==> src/rtl/uart_tx_arbiter.sv <==
// uart_tx_arbiter: shares one uart_tx between p_NUM_REQ requesters, one word per grant.
// Define UART_ARB_RR_EN for round-robin; otherwise fixed priority (lowest index wins).
module uart_tx_arbiter #(
  parameter int p_NUM_REQ  = 4,
  parameter int p_WORD_LEN = 8
) (
  input  logic                            i_clk,
  input  logic                            i_rst_n,
  input  logic [p_NUM_REQ-1:0]            i_req,
  input  logic [p_NUM_REQ*p_WORD_LEN-1:0] i_data,
  output logic [p_NUM_REQ-1:0]            o_gnt,
  output logic [p_NUM_REQ-1:0]            o_done,
  output logic                            o_busy,
  output logic                            o_tx_send,
  output logic [p_WORD_LEN-1:0]           o_tx_data,
  input  logic                            i_tx_done,
  input  logic                            i_tx_active
);
  localparam int W = $clog2(p_NUM_REQ);

  typedef enum logic [1:0] {
    IDLE,
    SEND,
    WAIT_DONE,
    DRAIN
  } state_t;

  state_t state, state_n;
  logic [W-1:0] r_owner, owner_n;
  logic [W-1:0] r_ptr, win;
  logic [W:0] sum;
  logic r_done_q, found, issue, send_n;
  logic [p_NUM_REQ-1:0] gnt_n, done_n;
  logic [2*p_NUM_REQ-1:0] req_rot;
  logic [p_WORD_LEN-1:0] data_n;

`ifdef UART_ARB_RR_EN
  logic [W-1:0] ptr_n;

  always_comb begin
    ptr_n = r_ptr;
    if (state == SEND) begin
      if (int'(r_owner) == p_NUM_REQ-1) ptr_n = '0;
      else ptr_n = r_owner + 1'b1;
    end
  end

  always_ff @(posedge i_clk or negedge i_rst_n) begin
    if (!i_rst_n) r_ptr <= '0;
    else r_ptr <= ptr_n;
  end
`else
  assign r_ptr = '0;
`endif

  // Rotate so bit 0 is the pointer position; first hit wins.
  assign req_rot = {i_req, i_req} >> r_ptr;

  always_comb begin
    found = 1'b0;
    win   = '0;
    sum   = '0;
    for (int i = 0; i < p_NUM_REQ; i++) begin
      if (!found && req_rot[i]) begin
        found = 1'b1;
        sum   = {1'b0, r_ptr} + (W+1)'(i);
        if (sum >= (W+1)'(p_NUM_REQ))
          win = W'(sum - (W+1)'(p_NUM_REQ));
        else
          win = W'(sum);
      end
    end
  end

  assign issue = (|i_req) && !i_tx_active && !i_tx_done;

  always_comb begin
    state_n = state;
    owner_n = r_owner;
    gnt_n   = '0;
    done_n  = '0;
    send_n  = 1'b0;
    data_n  = o_tx_data;
    unique case (state)
      IDLE: begin
        if (issue) begin
          state_n = SEND;
          owner_n = win;
          send_n  = 1'b1;
          gnt_n   = p_NUM_REQ'(1) << win;
          for (int k = 0; k < p_NUM_REQ; k++)
            if (win == W'(k))
              data_n = i_data[k*p_WORD_LEN +: p_WORD_LEN];
        end
      end
      SEND: state_n = WAIT_DONE;
      WAIT_DONE: begin
        if (i_tx_done && !r_done_q) begin
          done_n  = p_NUM_REQ'(1) << r_owner;
          state_n = DRAIN;
        end
      end
      DRAIN: begin
        if (!i_tx_done && !i_tx_active) state_n = IDLE;
      end
      default: state_n = IDLE;
    endcase
  end

  always_ff @(posedge i_clk or negedge i_rst_n) begin
    if (!i_rst_n) begin
      state     <= IDLE;
      r_owner   <= '0;
      r_done_q  <= 1'b0;
      o_gnt     <= '0;
      o_done    <= '0;
      o_tx_send <= 1'b0;
      o_tx_data <= '0;
    end else begin
      state     <= state_n;
      r_owner   <= owner_n;
      r_done_q  <= i_tx_done;
      o_gnt     <= gnt_n;
      o_done    <= done_n;
      o_tx_send <= send_n;
      o_tx_data <= data_n;
    end
  end

  assign o_busy = (state != IDLE);

endmodule

==> config.mk <==
export PLATFORM = sky130hd
export DESIGN_NAME = uart_tx_arbiter
export DESIGN_NICKNAME = d
export VERILOG_FILES = /design/src/rtl/uart_tx_arbiter.sv
export SDC_FILE = /design/constraint.sdc
export NUM_CORES = 1
export LEC_CHECK = 0
export ABC_AREA = 1
export CAP_MARGIN = 15
export CORE_ASPECT_RATIO = 0.9
export CORE_MARGIN = 2
export CORE_UTILIZATION = 45
export DETAILED_ROUTE_END_ITERATION = 12
export PLACE_DENSITY = 0.85
export SLEW_MARGIN = 20
export SYNTH_ARGS = -nofsm -noshare
export SYNTH_HDL_FRONTEND = slang
export SYNTH_SLANG_ARGS = --single-unit
==> constraint.sdc <==
create_clock -name i_clk -period 1.9 [get_ports i_clk]
set_clock_uncertainty 0.1 [all_clocks]
set_input_delay 0.19 -clock i_clk [delete_from_list [all_inputs] [get_ports i_clk]]
set_output_delay 0.19 -clock i_clk [all_outputs]
set_load 0.02 [all_outputs]
==> flow_metrics.tcl <==
set metrics [dict create \
    cts_max_level 1 \
    place_hpwl_mm 2.51 \
    clk_pin_slew_ns 0.12 \
    grt_pass1_wl_mm 5.13 \
    worst_pin_slew_ns 0.281 \
    grt_pass1_vias 1206 \
    final.setup.tns_ns 0 \
    ctsResizeCount 1 \
    synth.most_common_cell "nand2_1" \
    slew_violations 0 \
    port-buffer-count 57 \
    cts_buffers 3 \
    setup_viol 0 \
    fmax_mhz 591 \
    status "finished, final reports clean" \
    synthArstFlopShare 1.00 \
    die_area_um2 3390 \
    routed_wl_mm 3.20 \
    floorplan.rows 18 \
    syn_area_um2 1320 \
    crit_arrival_ns 1.40 \
    cts_root_buffer "clkbuf_4" \
    synthAdderAreaFrac 0.0284 \
    die_h_um 55.4 \
    hold_path_class "input port to async pin" \
    power_frac_clock 0.187 \
    synth-xor-area-share 0 \
    synth-simple-area-share 0.404 \
    drtIter0Drc 53 \
    avgViaCountPerCell 4.56 \
    timing.slew.headroom 0.811 \
    post-cts-setup-buffers 0 \
    rsz0062_at_grt "false" \
    synth_top_area_share 0.416 \
    ys_top_cells_by_area "dfrtp_1, nand2_1, inv_1" \
    antenna_found_initial 0 \
    worst-setup-path-type "register to primary output" \
    clock-sinks 22 \
    syn_nets 236 \
    timing.hold.ws_ns 0.114 \
    grt_usage 0.197 \
    synth-compound-area-share 0.00757 \
    cts_tree "built" \
    ctsHoldBuffers 0 \
    avgSynthCellArea_um2 6.85 \
    finalCritPeriodShare 0.890 \
    synth_flop_cell "dfrtp_1" \
    seqPwrFrac 0.367 \
    yosysWarnings 0 \
    intPower_mw 1.21 \
    antennaDiodeCount 0 \
    cap_violations 0 \
    nets 299 \
    boundaryPins 58 \
    final_antenna_net_count 0 \
    drc_errors 0 \
    crit_required_ns 1.61 \
    ys_seq_area_frac 0.416 \
    crit_path_start_kind "register" \
    combPwrFrac 0.447 \
    synthTopCellsByCount "nand2_1, inv_1, nand3_1" \
    reg2reg_depth 8 \
    initial_utilization 0.477 \
    grt_max_degree 23 \
    sw_frac_of_total 0.362 \
    synth_edf_count 0 \
    clkLatencyLatePin_ns 0.30 \
    area_growth_pct 50.9 \
    synth_top_area_cell "dfrtp_1" \
    ys_ff_latch 22 \
    synth_top_family_by_area "simple AND/OR/NAND/NOR gates" \
    clock_path_buffers 2 \
    end_kind "primary output" \
    dpl-instance-area_um2 1940 \
    drt-pass1-iter-count 4 \
    drive_above_1_share 0.0667 \
    vdd_drop_max_v 0.000708 \
    cellPowerDensity_nw_per_um2 949 \
    leakage_nw 1.09 \
    grt_overflow 0 \
    stdcell_area_um2 2000 \
    crit_fanout 3 \
    synthCells 193 \
    gp_congestion 0.798 \
    fp.coreArea_um2 2770 \
    finalCriticalPeriod_ns 1.69 \
    yosysUniqueCellTypes 17 \
    wl_per_cell_um 10.8 \
    die_x_um 61.1 \
    p_sw_mw 0.686 \
    vias 1346 \
    hold_viol 0 \
    synthMuxAreaShare 0 \
]
## cells in the final DEF, fill, tap and decap left out, types with 2 or more instances in the layout
cell	count
clkdlybuf4s50_1	56
nor2_1	25
nand3_1	27
o21ai_0	2
inv_1	36
dfrtp_1	22
clkbuf_4	3
nand2_2	2
nor4_1	4
buf_4	7
ha_1	3
nand2_1	61
## through the flow
stage               total power [mW]  utilization  std cells  setup WS [ns]
global placement                1.54        0.702        291          0.198
floorplan                       1.17            -        193          0.619
detailed placement              1.55        0.702        291          0.159
finish                          1.89        0.720        295          0.209
CTS                             1.90        0.720        295          0.194
global route                    2.02        0.720        295          0.127
## layer usage
metal  global-route usage  vias to the layer above  share of wire
li1                     -                      703              -
met1                0.263                      589           0.44
met2                0.319                       52           0.47
met3               0.0468                        2          0.082
met4               0.0404                        0         0.0025
met5                    0                        -              0
## worst max-delay path, cell delays in order (launching register included)
cell           delay [ns]
dfrtp_1              0.40
inv_1                0.07
ha_1                 0.23
inv_1                0.07
dlygate4sd2_1        0.33
## state kept, by name, indices dropped and copies added, names as in the netlist
register and flops:
state 2, r_done_q 1, o_done 4, o_tx_send 1, r_owner 2, o_tx_data 8, o_gnt 4
## cell families after synthesis
kind of cell / Yosys count
AND/OR/NAND/NOR: 123
buffers and inverters: 43
AO/OA/AOI/OAI: 2
flip-flops: 22
adder cells (fa/ha/maj): 3
## path summary, 6_finish.rpt
check / to / slack (ns) / from
setup / recovery: o_busy / 0.21 / state[0]$_DFFE_PN0P_
hold / removal: o_done[2]$_DFF_PN0_ / 0.11 / i_rst_n
setup reg to reg: state[0]$_DFFE_PN0P_ / 0.44 / state[0]$_DFFE_PN0P_
hold reg to reg: o_done[0]$_DFF_PN0_ / 0.36 / r_owner[0]$_DFFE_PN0P_
max in group asynchronous: state[1]$_DFFE_PN0P_ / 1.37 / i_rst_n
min in group i_clk: r_done_q$_DFF_PN0_ / 0.27 / i_tx_done
## power by group through the flow
stage	Clock (mW)	Sequential, mW	Combinational [mW]
after floorplan	0	0.799	0.367
after global placement	0	0.697	0.839
after detailed placement	0	0.698	0.854
after CTS	0.359	0.693	0.853
after global routing	0.377	0.706	0.941
final	0.353	0.694	0.846
## cell type report
type / instances / area, um^2
multi-input cells: 128 / 582
clock buffers: 3 / 22.5
well taps: 40 / 50.0
inverters: 37 / 139
repair buffers: 64 / 622
clock inverters: 1 / 30.0
flip-flops and latches: 22 / 551
fillers: 237 / 774
No activity file was read; power rests on OpenSTA's default activity.
